$ cat config.mk
export PLATFORM = sky130hd
export DESIGN_NAME = screen_rect_writer
export DESIGN_NICKNAME = d
export VERILOG_FILES = /design/src/rtl/screen_rect_writer_pkg.sv /design/src/rtl/screen_rect_writer_edge_mask_gen.sv /design/src/rtl/screen_rect_writer.sv
export SDC_FILE = /design/constraint.sdc
export NUM_CORES = 1
export LEC_CHECK = 0
export ABC_AREA = 1
export BUFFER_PORTS_ARGS = -buffer_cell sky130_fd_sc_hd__buf_2
export CAP_MARGIN = 20
export CORE_MARGIN = 1
export CORE_UTILIZATION = 30
export CTS_BUF_LIST = sky130_fd_sc_hd__clkbuf_4 sky130_fd_sc_hd__clkbuf_8 sky130_fd_sc_hd__clkbuf_16
export DETAILED_ROUTE_END_ITERATION = 8
export GPL_ROUTABILITY_DRIVEN = 0
export GPL_TIMING_DRIVEN = 0
export PLACE_DENSITY = 0.44
export SYNTH_ARGS = -nofsm -noshare
export SYNTH_HDL_FRONTEND = slang
export SYNTH_SLANG_ARGS = --single-unit
$ cat constraint.sdc
create_clock -name clk_i -period 7.75 [get_ports clk_i]
set_clock_uncertainty 0.1 [all_clocks]
set_input_delay 1.55 -clock clk_i [delete_from_list [all_inputs] [get_ports clk_i]]
set_output_delay 1.55 -clock clk_i [all_outputs]
set_load 0.005 [all_outputs]
$ cat src/rtl/screen_rect_writer_pkg.sv
// -----------------------------------------------------------------------------
// screen_rect_writer_pkg
// Shared constants for the rectangle-fill engine that draws into the 320x240
// monochrome (1 bpp) screen memory.
//   - screen geometry and memory word width
//   - command op encodings (2'b11 is accepted and handled as set)
//   - FSM state encoding
//   - row_offset(): y * WORDS_PER_ROW built from shifts (y*16 + y*4)
// -----------------------------------------------------------------------------
package screen_rect_writer_pkg;

    localparam int H_RES         = 320;
    localparam int V_RES         = 240;
    localparam int WORD_W        = 16;
    localparam int WORDS_PER_ROW = H_RES / WORD_W;   // 20

    localparam logic [1:0] OP_CLR = 2'b00;
    localparam logic [1:0] OP_SET = 2'b01;
    localparam logic [1:0] OP_INV = 2'b10;

    typedef enum logic [1:0] {
        ST_IDLE  = 2'd0,
        ST_READ  = 2'd1,
        ST_WRITE = 2'd2,
        ST_FIN   = 2'd3
    } state_e;

    // y * 20 without a multiplier: (y << 4) + (y << 2).
    function automatic logic [15:0] row_offset(input logic [7:0] y);
        logic [15:0] y_ext;
        y_ext = {8'd0, y};
        return (y_ext << 4) + (y_ext << 2);
    endfunction

endpackage

$ cat src/rtl/screen_rect_writer_edge_mask_gen.sv
// -----------------------------------------------------------------------------
// edge_mask_gen
// Purely combinational pixel mask for one memory word of a rectangle span.
// Ports:
//   x0_i      [8:0]  left column of the span, inclusive
//   x1_i      [8:0]  right column of the span, inclusive
//   col_i     [4:0]  word column (pixels col*16 .. col*16+15)
//   mask_o    [15:0] bit i set when pixel col*16+i lies inside [x0, x1]
//   is_full_o        all 16 pixels of the word are covered
// Only meaningful for x0/16 <= col <= x1/16, which is all the caller asks for.
// -----------------------------------------------------------------------------
module edge_mask_gen
    import screen_rect_writer_pkg::*;
(
    input  logic [8:0]        x0_i,
    input  logic [8:0]        x1_i,
    input  logic [4:0]        col_i,
    output logic [WORD_W-1:0] mask_o,
    output logic              is_full_o
);

    logic [8:0] col_first;
    logic [8:0] col_last;
    logic [3:0] lo_bit;
    logic [3:0] hi_bit;

    assign col_first = {col_i, 4'h0};
    assign col_last  = {col_i, 4'hF};

    // Clip the span to this word: lo = max(x0, col*16) % 16, hi = min(x1, col*16+15) % 16.
    assign lo_bit = (x0_i > col_first) ? x0_i[3:0] : 4'd0;
    assign hi_bit = (x1_i < col_last)  ? x1_i[3:0] : 4'd15;

    generate
        for (genvar gi = 0; gi < WORD_W; gi++) begin : g_mask
            assign mask_o[gi] = (4'(gi) >= lo_bit) && (4'(gi) <= hi_bit);
        end
    endgenerate

    assign is_full_o = (lo_bit == 4'd0) && (hi_bit == 4'd15);

endmodule

$ cat src/rtl/screen_rect_writer.sv
// -----------------------------------------------------------------------------
// screen_rect_writer
// Rectangle fill engine (clear / set / invert) on the write port of the screen
// RAM. One command is taken via valid/ready while IDLE, checked, then walked
// row by row (y0..y1) and word column by word column (x0/16..x1/16).
// Partial words and every invert word use a READ/WRITE pair on the same
// address; fully covered words with set or clear are written blind in one cycle.
// Ports:
//   clk_i, reset_i            clock, asynchronous active-high reset
//   cmd_valid_i / cmd_ready_o command handshake (ready only in IDLE)
//   cmd_x0_i, cmd_y0_i        top-left corner, inclusive
//   cmd_x1_i, cmd_y1_i        bottom-right corner, inclusive
//   cmd_op_i                  00 clear, 01 set, 10 invert, 11 set
//   mem_addr_o/we_o/wdata_o   screen RAM word port
//   mem_rdata_i               RAM read data, one cycle after the address
//   busy_o, done_o, err_o     status; done/err are one-cycle pulses
// -----------------------------------------------------------------------------
module screen_rect_writer
    import screen_rect_writer_pkg::*;
#(
    parameter int                ADDR_W    = 16,
    parameter logic [ADDR_W-1:0] BASE_ADDR = '0
) (
    input  logic              clk_i,
    input  logic              reset_i,
    input  logic              cmd_valid_i,
    output logic              cmd_ready_o,
    input  logic [8:0]        cmd_x0_i,
    input  logic [7:0]        cmd_y0_i,
    input  logic [8:0]        cmd_x1_i,
    input  logic [7:0]        cmd_y1_i,
    input  logic [1:0]        cmd_op_i,
    output logic [ADDR_W-1:0] mem_addr_o,
    output logic              mem_we_o,
    output logic [WORD_W-1:0] mem_wdata_o,
    input  logic [WORD_W-1:0] mem_rdata_i,
    output logic              busy_o,
    output logic              done_o,
    output logic              err_o
);

    state_e            state_q;
    logic [8:0]        x0_q, x1_q;
    logic [7:0]        y1_q, row_q;
    logic [4:0]        col_q;
    logic [1:0]        op_q;
    logic [WORD_W-1:0] mask_q;
    logic              full_q;
    logic [ADDR_W-1:0] addr_q, row_addr_q;
    logic              err_q;

    // Mask generator always looks one word ahead: the first word of a new
    // command while IDLE, otherwise the word following the current one.
    logic [8:0]        gen_x0, gen_x1;
    logic [4:0]        gen_col;
    logic [1:0]        gen_op;
    logic [WORD_W-1:0] nx_mask;
    logic              nx_full;
    logic              nx_fast;
    logic              last_col;
    logic              last_row;
    logic              cmd_bad;
    logic [1:0]        op_norm;
    logic [ADDR_W-1:0] start_row_addr;

    assign last_col = (col_q == x1_q[8:4]);
    assign last_row = (row_q == y1_q);
    assign op_norm  = (cmd_op_i == 2'b11) ? OP_SET : cmd_op_i;

    assign cmd_bad = (cmd_x0_i > cmd_x1_i) || (cmd_y0_i > cmd_y1_i) ||
                     (cmd_x1_i >= 9'(H_RES)) || (cmd_y1_i >= 8'(V_RES));

    assign start_row_addr = BASE_ADDR + ADDR_W'(row_offset(cmd_y0_i));

    always_comb begin
        gen_x0  = x0_q;
        gen_x1  = x1_q;
        gen_col = last_col ? x0_q[8:4] : col_q + 5'd1;
        gen_op  = op_q;
        if (state_q == ST_IDLE) begin
            gen_x0  = cmd_x0_i;
            gen_x1  = cmd_x1_i;
            gen_col = cmd_x0_i[8:4];
            gen_op  = op_norm;
        end
    end

    edge_mask_gen u_mask (
        .x0_i      (gen_x0),
        .x1_i      (gen_x1),
        .col_i     (gen_col),
        .mask_o    (nx_mask),
        .is_full_o (nx_full)
    );

    // Full words with set/clear need no read; invert always needs the old data.
    assign nx_fast = nx_full && (gen_op != OP_INV);

    always_ff @(posedge clk_i or posedge reset_i) begin
        if (reset_i) begin
            state_q    <= ST_IDLE;
            x0_q       <= '0;
            x1_q       <= '0;
            y1_q       <= '0;
            row_q      <= '0;
            col_q      <= '0;
            op_q       <= OP_CLR;
            mask_q     <= '0;
            full_q     <= 1'b0;
            addr_q     <= '0;
            row_addr_q <= '0;
            err_q      <= 1'b0;
        end else begin
            err_q <= 1'b0;
            case (state_q)
                ST_IDLE: begin
                    if (cmd_valid_i) begin
                        if (cmd_bad) begin
                            err_q <= 1'b1;
                        end else begin
                            x0_q       <= cmd_x0_i;
                            x1_q       <= cmd_x1_i;
                            y1_q       <= cmd_y1_i;
                            row_q      <= cmd_y0_i;
                            col_q      <= cmd_x0_i[8:4];
                            op_q       <= op_norm;
                            mask_q     <= nx_mask;
                            full_q     <= nx_full;
                            row_addr_q <= start_row_addr;
                            addr_q     <= start_row_addr + ADDR_W'(cmd_x0_i[8:4]);
                            state_q    <= nx_fast ? ST_WRITE : ST_READ;
                        end
                    end
                end
                ST_READ: begin
                    state_q <= ST_WRITE;
                end
                ST_WRITE: begin
                    if (last_col && last_row) begin
                        state_q <= ST_FIN;
                    end else begin
                        mask_q <= nx_mask;
                        full_q <= nx_full;
                        col_q  <= gen_col;
                        if (last_col) begin
                            row_q      <= row_q + 8'd1;
                            row_addr_q <= row_addr_q + ADDR_W'(WORDS_PER_ROW);
                            addr_q     <= row_addr_q + ADDR_W'(WORDS_PER_ROW) + ADDR_W'(x0_q[8:4]);
                        end else begin
                            addr_q <= addr_q + ADDR_W'(1);
                        end
                        state_q <= nx_fast ? ST_WRITE : ST_READ;
                    end
                end
                ST_FIN: begin
                    state_q <= ST_IDLE;
                end
                default: state_q <= ST_IDLE;
            endcase
        end
    end

    // Blind full-word writes must not use mem_rdata_i: nothing was read for them.
    always_comb begin
        mem_wdata_o = '0;
        if (state_q == ST_WRITE) begin
            case (op_q)
                OP_CLR:  mem_wdata_o = full_q ? '0 : (mem_rdata_i & ~mask_q);
                OP_INV:  mem_wdata_o = mem_rdata_i ^ mask_q;
                default: mem_wdata_o = full_q ? '1 : (mem_rdata_i | mask_q);
            endcase
        end
    end

    assign mem_addr_o  = addr_q;
    assign mem_we_o    = (state_q == ST_WRITE);
    assign cmd_ready_o = (state_q == ST_IDLE);
    assign busy_o      = (state_q != ST_IDLE);
    assign done_o      = (state_q == ST_FIN);
    assign err_o       = err_q;

endmodule

# After elaboration in Yosys (flattened, before gate mapping)
# Index checks and enable logic that the tools add are counted.
# Widths: inputs -> output; s select.
[totals] regBits=93 latchBits=0 ram_bits=0 mem_bits_ro=0 wordCells=153 memories=0
[classes] add_sub_neg=7 n_mul=0 n_div=0 order_cmp=38 n_eq_ne=13 n_shift=0 n_mux=47 n_bitwise=5 n_reduce_logical=31
[op_table] cell="$mux 16" n=14
[op_table] cell="$pmux 16 s2" n=4
[op_table] cell="$ge 4x4->1 const A" n=8
[op_table] cell="$le 4x4->1 const A" n=8
[op_table] cell="$mux 8" n=4
[op_table] cell="$mux 5" n=5
[op_table] cell="$logic_and 1x1->1" n=19
[op_table] cell="$gt 9x9->1" n=2
[op_table] cell="$mux 9" n=2
[op_table] cell="$add 16x1->16 const B" n=1
[op_table] cell="$add 16x5->16" n=1
[op_table] cell="$add 16x5->16 const B" n=1
[op_table] cell="$and 16x16->16" n=1
[op_table] cell="$ge 3x4->1 const A" n=4
[op_table] cell="$le 3x4->1 const A" n=4
[op_table] cell="$not 16->16" n=1
[op_table] cell="$or 16x16->16" n=1
[op_table] cell="$pmux 8 s2" n=1
[op_table] cell="$xor 16x16->16" n=1
[op_table] cell="$add 13x5->14" n=1
[op_table] cell="$add 12x10->13" n=1
[op_table] cell="$mux 2" n=6
[op_table] cell="$pmux 5 s2" n=1
[op_table] cell="$ge 9x9->1 const B" n=1
[op_table] cell="29 further kinds" n=49

# Logic depth before layout (Yosys ltp)
# Gate-level depths: netlist of the first run.
[logic_depth] depth_word=12 ltp_mapped=25 ltp_nobuf=23

# By module
# From an unflattened synthesis of the first run, not the netlist that was laid out.
[unflattened] hier_cells=1218 area_unflattened_um2=8110.3
[by_module_without_submodules] mod="screen_rect_writer" n_inst=1 cells_per_inst=1083 area_per_inst_um2=7380.8 seq_area_each_um2=2277.2
[by_module_without_submodules] mod="edge_mask_gen" n_inst=1 cells_per_inst=135 area_per_inst_um2=729.4 seq_area_each_um2=0.0

# Worst setup path before layout of the first run
# OpenSTA, ideal clock, no wires.
[synth_path] path_kind="input -> output" start="input mem_rdata_i[14]" end="output mem_wdata_o[14]" arrival_time_ps=2182 required_ps=6100 slack_ps=3918 cell_stages=4 cell_sequence="inv_1 -> ha_1 -> a21oi_1 -> a221oi_1"
[synth_between] elab_chain_len=4 elab_cells_between_ends=7 classes_between="mux: 4; bitwise: 3"
[synth_lines] element="start, declared" line_no="screen_rect_writer.sv:36" rtl="input logic [WORD_W-1:0] mem_rdata_i,"
[synth_lines] element="$or 16x16->16 or $and 16x16->16 (tied branches)" line_no="screen_rect_writer.sv:170, screen_rect_writer.sv:168"
[synth_lines] element="$mux 16, on equally long branches" line_no="screen_rect_writer.sv:170, screen_rect_writer.sv:168"
[synth_lines] element="$pmux 16 s2 (*)" line_no="screen_rect_writer.sv:167" rtl="case (op_q)"
[synth_lines] element="$mux 16 (*)" line_no="screen_rect_writer.sv:166" rtl="if (state_q == ST_WRITE) begin"
[synth_lines] element="end, declared" line_no="screen_rect_writer.sv:35" rtl="output logic [WORD_W-1:0] mem_wdata_o,"
# Mark *: on every way between the ends. The rest lies on a longest branch, timed or not.

# Worst setup path in the final report of the first run
[layout_path] start="register state_q[1]" end="output mem_wdata_o[11]"
[layout_between] elab_chain_len=2
[layout_lines] element="start, declared" line_no="screen_rect_writer.sv:42" rtl="state_e state_q;"
[layout_lines] element="start signal, assigned" line_no="screen_rect_writer.sv:131" rtl="state_q <= nx_fast ? ST_WRITE : ST_READ;"
[layout_lines] element="start signal, assigned" line_no="screen_rect_writer.sv:152" rtl="state_q <= nx_fast ? ST_WRITE : ST_READ;"
[layout_lines] element="$eq 2x2->1" line_no="screen_rect_writer.sv:166"
[layout_lines] element="$mux 16" line_no="screen_rect_writer.sv:166"
# No other way between the ends.

==> impl_metrics.py, run 1 <==
metrics = {
    "timing": {
        "min_period_over_period_pct": 55.5,
        "max-slew-margin-rel_pct": 45.7,
        "tns_ps": 0,
        "setup_viol": 0,
        "rsz0062_at_grt": "no",
        "tightest_slew_ps": 814,
        "fmax_ghz": 0.233,
        "maxSlewViolCount": 0,
        "period_minus_slack_ps": 4300,
        "hold_viol": 0,
    },
    "setup_path": {
        "critPathMaxStageDelay_ps": 620,
        "cp_slowest_cell": "clkbuf_1",
        "worst_setup_path_end_kind": "output port",
        "critPathLaunchType": "register",
        "path_max_fanout": 10,
        "required_ps": 6100,
        "arrival_ps": 2650,
        "r2r_cells": 20,
        "crit_buf_inv": 3,
        "cp.depth": 6,
        "path_cells": "inv_1 > nor2_1 > clkbuf_1 > o21ai_0 > a221oi_1 > buf_2",
        "crit_family": "buffers and inverters",
        "criticalPathCategory": "reg2out",
    },
    "yosys": {
        "syn-cell-area_um2": 7700,
        "synth-main-ff-cell": "dfrtp_1",
        "syn_area_per_cell_um2": 6.96,
        "synth-seq-cells": 91,
        "synth_area_leaders": "dfrtp_1 (30%), nand2_1 (12%), ha_1 (12%)",
        "synth_top_family_by_area": "simple AND/OR/NAND/NOR gates",
        "synthCells": 1105,
        "synthTopCellsByCount": "nand2_1 (249), inv_1 (186), o21ai_0 (122)",
        "synthXorXnorAreaFrac_pct": 3.07,
        "synth_mux_area_share_pct": 0.146,
        "synthDistinctLibCells": 50,
        "synth_top_area_cell": "dfrtp_1",
        "synth_compound_area_share_pct": 17.8,
        "syn_nets": 1235,
        "synth_edf_count": 0,
        "synthAdderAreaFrac_pct": 12.4,
        "yosysSeqAreaShare_pct": 29.6,
        "synth_top_area_share_pct": 29.6,
        "async_reset_ff_share_pct": 100,
        "synthSimpleGateAreaFrac_pct": 25.2,
        "yosysWarnings": 0,
        "yosysMostFrequentCell": "nand2_1",
    },
    "route": {
        "wl_per_cell_um": 16.3,
        "drc_errors": 0,
        "vias": 7423,
        "totalWireLength_um": 25100,
        "first_iter_violations": 497,
        "dr.pass1.iters": 5,
        "vias_per_cell": 4.81,
        "drtAntennaViolNets": 0,
    },
    "finish": {
        "final_layout_size_suffix_gt1_share_pct": 14.0,
        "final_core_util_pct": 35.2,
        "fillers": 2763,
        "area_growth_pct": 15.2,
        "antenna_cells": 0,
        "final_nets": 1338,
        "instances_no_fill": 1542,
    },
    "clock_tree": {
        "cts_root_buf": "clkbuf_16",
        "clock_latency_ps": 350,
        "htreeDepth": 3,
        "cts_buffers": 9,
        "cts_max_path_buffers": 2,
        "cts_tree": "yes",
        "clk_pin_slew_ps": 70,
        "cts_resized": 0,
        "cts_hold_buf": 0,
        "clkSinkCount": 91,
        "cts_setup_buffers": 0,
    },
    "grt": {
        "grt_overflow": 0,
        "grt_max_degree": 61,
        "grt_pass1_wl_um": 39700,
        "antenna_found_initial": 0,
        "grt_usage_pct": 19.7,
        "grt_pass1_vias": 7000,
    },
    "pwr": {
        "ir_drop_v": 0.000108,
        "p_total_mw": 3.26,
        "p_per_area_nw_per_um2": 367,
        "p_leak_nw": 4.61,
    },
    "run_status": {
        "status": "finished clean",
    },
    "floorplan": {
        "die_area_um2": 26300,
        "num_io_pins": 92,
        "row_count": 58,
        "die_h_um": 162,
        "initial_core_util_pct": 30.6,
        "fp.dieW_um": 162,
        "fp.coreArea_um2": 25200,
    },
    "placed_design": {
        "dp_hpwl_um": 20000,
        "dp.cells": 1527,
        "portBuffers": 91,
    },
    "hold_path": {
        "hp-class": "reg2reg",
        "hold_path_depth": 2,
    },
    "flow_run": {
        "max_cap_violations": 0,
    },
}
-- logic make-up (layout without fill, tap and decap cells) --
family,after synthesis,count (layout)
AO/OA/AOI/OAI,237,237
XOR/XNOR,27,27
adder cells (fa/ha/maj),75,75
buffers and inverters,232,339
flip-flops,91,91
multiplexers,1,1
AND/OR/NAND/NOR,442,442
-- layout make-up --
class | count | area (µm²) | share of cell area, %
buffer | 34 | 166 | 1.88
clock buffer | 12 | 254 | 2.87
clock inverter | 3 | 15.0 | 0.169
inverter | 198 | 746 | 8.41
multi-input combinational | 782 | 4510 | 50.9
sequential | 91 | 2280 | 25.7
tap | 330 | 413 | 4.66
timing repair buffer | 92 | 483 | 5.45
-- cell usage in the layout (no fill, tap or decap), types with 3 or more instances in the layout --
cell / n
nor2_2: 11
nor2_1: 69
nor4_1: 3
dfrtp_1: 91
a31oi_1: 6
xor2_1: 19
buf_2: 99
nand4_1: 18
o21ai_1: 17
ha_1: 73
a221oi_1: 16
inv_1: 185
clkinv_2: 3
o21ai_0: 122
o22ai_1: 4
nand3_1: 50
nand2_2: 10
nand2_1: 249
xnor2_1: 8
clkbuf_1: 20
o31ai_1: 5
nor2_4: 4
inv_2: 10
or2_2: 6
a21oi_1: 37
nor3_1: 12
clkbuf_16: 9
o211ai_1: 17
-- power by group --
group	total, mW	switching [mW]	internal, mW
clock network	0.430	0.199	0.231
logic	1.94	1.29	0.647
registers	0.890	0.200	0.690
-- registers in the layout, indices dropped and copies added (netlist names) --
signal / count
full_q: 1
row_addr_q: 14
row_q: 8
mask_q: 16
x0_q: 9
err_o: 1
y1_q: 8
op_q: 2
state_q: 2
x1_q: 9
col_q: 5
mem_addr_o: 16
-- worst min-delay path: cells and delay by family (launching register included) --
| kind | cells | cell delay, ps |
|---|---|---|
| and+or+nand+nor | 1 | 50 |
| DFF | 1 | 340 |
| AOI/OAI and AO/OA | 1 | 60 |
-- routing by layer --
| layer | wire length (µm) | GRT usage (%) | share of wire, % | vias to the layer above |
|---|---|---|---|---|
| li1 | - | - | - | 3804 |
| met1 | 13100 | 29.2 | 52 | 3426 |
| met2 | 10900 | 30.9 | 43 | 174 |
| met3 | 897 | 1.74 | 3.6 | 19 |
| met4 | 257 | 4.55 | 1.0 | 0 |
| met5 | 0 | 0 | 0 | - |
-- per-stage QoR --
stage	hold slack, ps	cell area [µm²]	setup WS [ps]
floorplan	348	7700	3740
global placement	362	8560	2130
detailed placement	370	8590	3090
CTS	387	8860	3380
global route	406	8860	3230
finish	386	8860	3450
-- worst paths after layout --
check | start | endpoint | slack, ps
setup / recovery | state_q[1]$_DFFE_PP0P_ | mem_wdata_o[11] | 3450
hold / removal | x0_q[3]$_DFFE_PP0P_ | x0_q[3]$_DFFE_PP0P_ | 390
setup reg to reg | col_q[1]$_DFFE_PP0P_ | mask_q[9]$_DFFE_PP0P_ | 4210
hold reg to reg | x0_q[3]$_DFFE_PP0P_ | x0_q[3]$_DFFE_PP0P_ | 390
max in group asynchronous | reset_i | x1_q[8]$_DFFE_PP0P_ | 5750
min in group asynchronous | reset_i | row_addr_q[12]$_DFFE_PP0P_ | 1110
Power figures use the tool's default switching activity.
==> run 2, diff against run 1 <==
ABC_AREA = 0   (was 1)
PLACE_DENSITY = 0.45   (was 0.44)
clock period = 3.8 ns   (was 7.75 ns; I/O delays follow)
==> run 2 against run 1 <==
Effect of this change: total power up 130%; critical endpoint is now mask_q[8]$_DFFE_PP0P_; largest power group unchanged; critical path type is now reg2reg; highest routed layer unchanged; first-iteration DRC count down 5.8%; final cell count down 11%.
==> impl_metrics.py, run 2 <==
metrics = {
    "run_status": {
        "status": "finished clean",
    },
    "clock_tree": {
        "cts_root_buf": "clkbuf_16",
        "clock_latency_ps": 350,
        "cts_tree": "yes",
        "clk_pin_slew_ps": 70,
        "cts_buffers": 9,
        "cts_max_path_buffers": 2,
        "clkSinkCount": 91,
        "htreeDepth": 3,
        "cts_hold_buf": 0,
    },
    "finish": {
        "fin_area_um2": 9170,
        "fillers": 2602,
        "final_nets": 1167,
        "final_core_util_pct": 37.6,
        "final_layout_size_suffix_gt1_share_pct": 19.7,
        "mostFrequentLayoutCells": "nand2_1 (110), o21ai_0 (95), buf_2 (94)",
        "antenna_cells": 0,
        "layout_commonest_cell": "nand2_1",
        "area_growth_pct": 22.4,
    },
    "yosys": {
        "yosysSeqAreaShare_pct": 30.4,
        "synth-main-ff-cell": "dfrtp_1",
        "yosysWarnings": 0,
        "async_reset_ff_share_pct": 100,
        "syn-cell-area_um2": 7490,
        "synth_area_leaders": "dfrtp_1 (30%), ha_1 (12%), o21ai_0 (6.7%)",
        "synth-seq-cells": 91,
        "synth_top_area_cell": "dfrtp_1",
        "synthDistinctLibCells": 63,
        "synth_edf_count": 0,
        "synth_top_area_share_pct": 30.4,
        "synthCells": 914,
        "syn_nets": 1044,
        "synthTopCellsByCount": "nand2_1 (113), o21ai_0 (101), dfrtp_1 (91)",
        "syn_area_per_cell_um2": 8.20,
        "yosysMostFrequentCell": "nand2_1",
    },
    "placed_design": {
        "dp_hpwl_um": 19300,
        "portBuffers": 91,
        "place_area_um2": 8400,
        "dp_worst_setup_slack_ps": -1310,
    },
    "timing": {
        "fmax_ghz": 0.266,
        "maxSlewViolCount": 0,
        "layout_setup_ws_ps": 47.5,
        "min_period_over_period_pct": 98.7,
        "setup_viol": 0,
        "max-slew-margin-rel_pct": 26.6,
        "period_minus_slack_ps": 3750,
        "rsz0062_at_grt": "yes",
        "whs_ps": 321,
        "tightest_slew_ps": 1090,
        "hold_viol": 0,
    },
    "grt": {
        "antenna_found_initial": 0,
        "grt_max_degree": 64,
        "grt_usage_pct": 19.8,
        "grt_overflow": 0,
        "grt_pass1_vias": 6782,
        "grt_pass1_wl_um": 39600,
    },
    "route": {
        "drtAntennaViolNets": 0,
        "wl_per_cell_um": 18.3,
        "dr.pass1.iters": 5,
        "totalWireLength_um": 24900,
        "first_iter_violations": 468,
        "drc_errors": 0,
        "vias": 6989,
        "vias_per_cell": 5.12,
    },
    "pwr": {
        "switchingPower_mw": 3.61,
        "internal_power_mw": 3.92,
        "swShare_pct": 48.0,
        "ir_drop_v": 0.000263,
        "p_total_mw": 7.53,
        "p_leak_nw": 4.13,
        "combPwrFrac_pct": 62.2,
        "pwr-share-seq_pct": 25.2,
        "pwr-share-clk_pct": 12.6,
        "p_per_area_nw_per_um2": 821,
    },
    "setup_path": {
        "criticalPathCategory": "reg2reg",
        "arrival_ps": 3930,
        "critPathLaunchType": "register",
        "worst_setup_path_end_kind": "register",
        "required_ps": 3970,
        "path_max_fanout": 6,
    },
    "floorplan": {
        "num_io_pins": 92,
        "fp.coreArea_um2": 24400,
        "initial_core_util_pct": 30.7,
        "row_count": 57,
        "fp.dieW_um": 160,
        "die_area_um2": 25600,
        "die_h_um": 160,
    },
    "hold_path": {
        "hp-class": "in2async",
    },
    "flow_run": {
        "max_cap_violations": 0,
    },
}
[run 2: cell types whose count changed in the layout (fill, tap and decap cells not counted), moves of 12 or more]
cell	before	now
nor2_1	69	49
xnor2_1	8	34
buf_4	1	20
nand2b_1	0	28
inv_1	185	59
nand2_1	249	110
nand3_1	50	30
a21oi_1	37	49
o21ai_0	122	95
o21ai_1	17	5
[run 2: final timing paths]
check                                 startpoint                         to  slack, ps  depth (start not counted)
max                          x1_q[7]$_DFFE_PP0P_      mask_q[8]$_DFFE_PP0P_         50                         16
min                                      reset_i        y1_q[6]$_DFFE_PP0P_        320                          2
max reg2reg                  x1_q[7]$_DFFE_PP0P_      mask_q[8]$_DFFE_PP0P_         50                         16
min reg2reg                mask_q[2]$_DFFE_PP0P_      mask_q[2]$_DFFE_PP0P_        380                          1
max in group asynchronous                reset_i  mem_addr_o[4]$_DFFE_PP0P_       2610                          3
min in group clk_i         mask_q[2]$_DFFE_PP0P_      mask_q[2]$_DFFE_PP0P_        380                          1
[run 2: power by group through the flow]
| stage | clock network (mW) | registers [mW] | logic, mW |
|---|---|---|---|
| after floorplan | 0 | 1.76 | 2.83 |
| after global placement | 0 | 1.90 | 4.00 |
| after detailed placement | 0 | 1.90 | 4.01 |
| after CTS | 0.969 | 1.89 | 4.18 |
| after global routing | 1.00 | 1.97 | 5.22 |
| final | 0.946 | 1.90 | 4.68 |
[run 2: kinds of logic (layout without fill, tap and decap cells)]
kind of cell	after synthesis	after routing	synth area share, %
flip-flops	91	91	30.4
adder cells (fa/ha/maj)	76	76	12.9
AO/OA/AOI/OAI	266	266	22.6
AND/OR/NAND/NOR	299	299	19.1
multiplexers	22	22	3.14
buffers and inverters	103	230	5.26
XOR/XNOR	57	57	6.66
[run 2: stage by stage]
step	cells	TNS (ps)
finish	1365	0
global route	1365	-210
detailed placement	1332	-23710
global placement	1329	-119170
CTS	1349	0
floorplan	914	0
[run 2: layout make-up]
cell class / instances / area (µm²) / area share [%]
multi-input combinational: 720 / 5080 / 55.4
sequential: 91 / 2280 / 24.9
timing repair buffer: 115 / 687 / 7.49
tap: 324 / 405 / 4.42
clock buffer: 13 / 268 / 2.92
inverter: 62 / 239 / 2.61
buffer: 38 / 174 / 1.90
clock inverter: 2 / 35.0 / 0.382
[run 2: layer usage]
metal | global-route usage [%] | vias to the layer above | share of wire [%]
met4 | 6.19 | 0 | 2.0
met2 | 31.3 | 146 | 44
li1 | - | 3508 | -
met3 | 1.87 | 25 | 3.3
met1 | 28.5 | 3310 | 50
met5 | 0 | - | 0
[run 2: critical path: stages (launching register included)]
cell      delay [ps]
dfrtp_2          440
xor2_2           190
or2_4            260
nor2_4           190
buf_4            140
buf_4            130
buf_4            110
nor2_1            40
o31a_1           310
ha_4             310
and2_1           190
o311ai_2         130
a32oi_1          260
nand3_2          200
and2_4           240
or3_4            380
o21ai_2           60
[run 2: repair_timing]
item                                    in CTS  in global routing
gates resized for setup                     23                 54
buffers inserted                             5                 15
cloned                                       0                  1
pin swaps                                    5                 14
endpoints found under the setup margin      27                 34
endpoints found under the hold margin        0                  0
==> run 3, diff against run 2 <==
SETUP_SLACK_MARGIN = 0.4   (was unset)
==> run 3 against run 2 <==
Effect of this change: combinational power up 15%; fmax grew 3.9%; sequential power about the same; final cell count is 1.1% higher; wire length rose by 3.3%; setup slack improved by 140 ps; via count increased by 3.6%; critical path type unchanged.
==> impl_metrics.py, run 3 (synthesized netlist as in run 2, its figures left out) <==
metrics = {
    "finish": {
        "layout_commonest_cell": "nand2_1",
        "fillers": 2558,
        "final_nets": 1182,
        "area_growth_pct": 27.8,
        "instances_no_fill": 1380,
        "antenna_cells": 0,
        "mostFrequentLayoutCells": "nand2_1 (107), buf_2 (99), o21ai_0 (89)",
        "final_layout_size_suffix_gt1_share_pct": 25.3,
    },
    "setup_path": {
        "arrival_ps": 3730,
        "cp_slowest_cell": "dfrtp_1",
        "path_max_fanout": 7,
        "criticalPathCategory": "reg2reg",
        "required_ps": 3920,
        "critPathMaxStageDelay_ps": 440,
        "worst_path_most_repeated_cell": "buf_6",
        "path_cells": "xor2_2 > or2_4 > nor2_4 > buf_6 > buf_6 > nor2_2 > o31a_1 > ha_4 > nand4_1 > a211o_1 > o211a_4 > or2_2 > buf_2 > a31oi_2 > or3_1 > o21ai_1",
        "worst_setup_path_end_kind": "register",
        "critPathLaunchType": "register",
    },
    "clock_tree": {
        "htreeDepth": 3,
        "cts_max_path_buffers": 2,
        "clk_pin_slew_ps": 70,
        "clock_latency_ps": 350,
        "cts_tree": "yes",
        "cts_root_buf": "clkbuf_16",
        "cts_buffers": 9,
        "clkSinkCount": 91,
    },
    "timing": {
        "whs_ps": 332,
        "period_minus_slack_ps": 3610,
        "max-slew-margin-rel_pct": 42.2,
        "maxSlewViolCount": 0,
        "tightest_slew_ps": 843,
        "setup_viol": 0,
        "hold_viol": 0,
        "fmax_ghz": 0.277,
        "rsz0062_at_grt": "yes",
        "min_period_over_period_pct": 95.0,
        "layout_setup_ws_ps": 189,
    },
    "floorplan": {
        "num_io_pins": 92,
        "initial_core_util_pct": 30.7,
        "die_area_um2": 25600,
        "fp.dieW_um": 160,
        "die_h_um": 160,
        "fp.coreArea_um2": 24400,
        "row_count": 57,
    },
    "placed_design": {
        "dp.cells": 1333,
        "dp_worst_setup_slack_ps": -410,
        "portBuffers": 91,
        "dp_hpwl_um": 19300,
    },
    "hold_path": {
        "hp-class": "in2async",
    },
    "pwr": {
        "p_leak_nw": 4.28,
        "p_total_mw": 8.22,
        "p_per_area_nw_per_um2": 859,
        "ir_drop_v": 0.000334,
    },
    "grt": {
        "grt_overflow": 0,
        "grt_pass1_wl_um": 41100,
        "grt_pass1_vias": 7163,
        "grt_usage_pct": 20.7,
        "grt_max_degree": 61,
        "antenna_found_initial": 0,
    },
    "flow_run": {
        "max_cap_violations": 0,
    },
    "route": {
        "totalWireLength_um": 25800,
        "vias_per_cell": 5.25,
        "first_iter_violations": 433,
        "wl_per_cell_um": 18.7,
        "dr.pass1.iters": 5,
        "vias": 7241,
        "drtAntennaViolNets": 0,
        "drc_errors": 0,
    },
    "run_status": {
        "status": "finished clean",
    },
}
## run 3: changes by cell type in the layout (fill, tap and decap cells not counted), sizes merged
| cell | change |
|---|---|
| clkinvlp | -1 |
| clkinv | +1 |
| clkbuf | -4 |
| buf | +19 |
## run 3: worst max-delay path: cells and delay by family (launching register included)
kind                       cells  cell delay, ps
xor gates and xnor gates       1             200
AOI/OAI and AO/OA              5            1080
adders and majority gates      1             310
buffers and inverters          3             400
and+or+nand+nor                6             970
DFF                            1             440
## run 3: per-stage QoR
| stage | instance area, µm² | TNS (ps) | util, % |
|---|---|---|---|
| 2_1_floorplan | 7520 | 0 | - |
| 3_3_place_gp | 8380 | -104280 | 34.4 |
| 3_5_place_dp | 8440 | -4240 | 34.6 |
| 4_1_cts | 9320 | 0 | 38.2 |
| 5_1_grt | 9570 | 0 | 39.2 |
| 6_report | 9570 | 0 | 39.2 |
## run 3: final timing paths
kind	start	endpoint	slack, ps	depth (start not counted)
max	col_q[4]$_DFFE_PP0P_	mask_q[8]$_DFFE_PP0P_	190	16
min	reset_i	y1_q[5]$_DFFE_PP0P_	330	2
max reg2reg	col_q[4]$_DFFE_PP0P_	mask_q[8]$_DFFE_PP0P_	190	16
min reg2reg	mask_q[5]$_DFFE_PP0P_	mask_q[5]$_DFFE_PP0P_	380	2
max in group asynchronous	reset_i	state_q[0]$_DFFE_PP0P_	2580	3
min in group clk_i	mask_q[5]$_DFFE_PP0P_	mask_q[5]$_DFFE_PP0P_	380	2
## run 3: per-layer routing
layer  routed length, µm  vias up  GRT usage (%)
li1                    -     3541              -
met1               12400     3481           28.5
met2               11800      186           33.4
met3                1030       33           2.57
met4                 556        0           6.97
met5                   0        -              0
## run 3: cell type report
type / count / area (µm²) / area share, %
Timing Repair Buffer: 127 / 785 / 8.20
Multi-Input combinational cell: 720 / 5320 / 55.5
Buffer: 41 / 238 / 2.48
Clock inverter: 2 / 35.0 / 0.366
Sequential cell: 91 / 2280 / 23.9
Inverter: 62 / 240 / 2.51
Tap cell: 324 / 405 / 4.23
Clock buffer: 13 / 268 / 2.80
## run 3: power breakdown
| part | total (mW) | switching [mW] | internal, mW |
|---|---|---|---|
| sequential | 1.91 | 0.493 | 1.42 |
| combinational | 5.37 | 3.03 | 2.34 |
| clock | 0.949 | 0.392 | 0.557 |
| total | 8.22 | 3.91 | 4.31 |
## run 3: timing repair
item	4_1_cts	5_1_grt
pin swaps	36	27
setup buffers	25	7
hold buffers	0	0
setup endpoints to repair	58	88
gates resized for setup	98	59
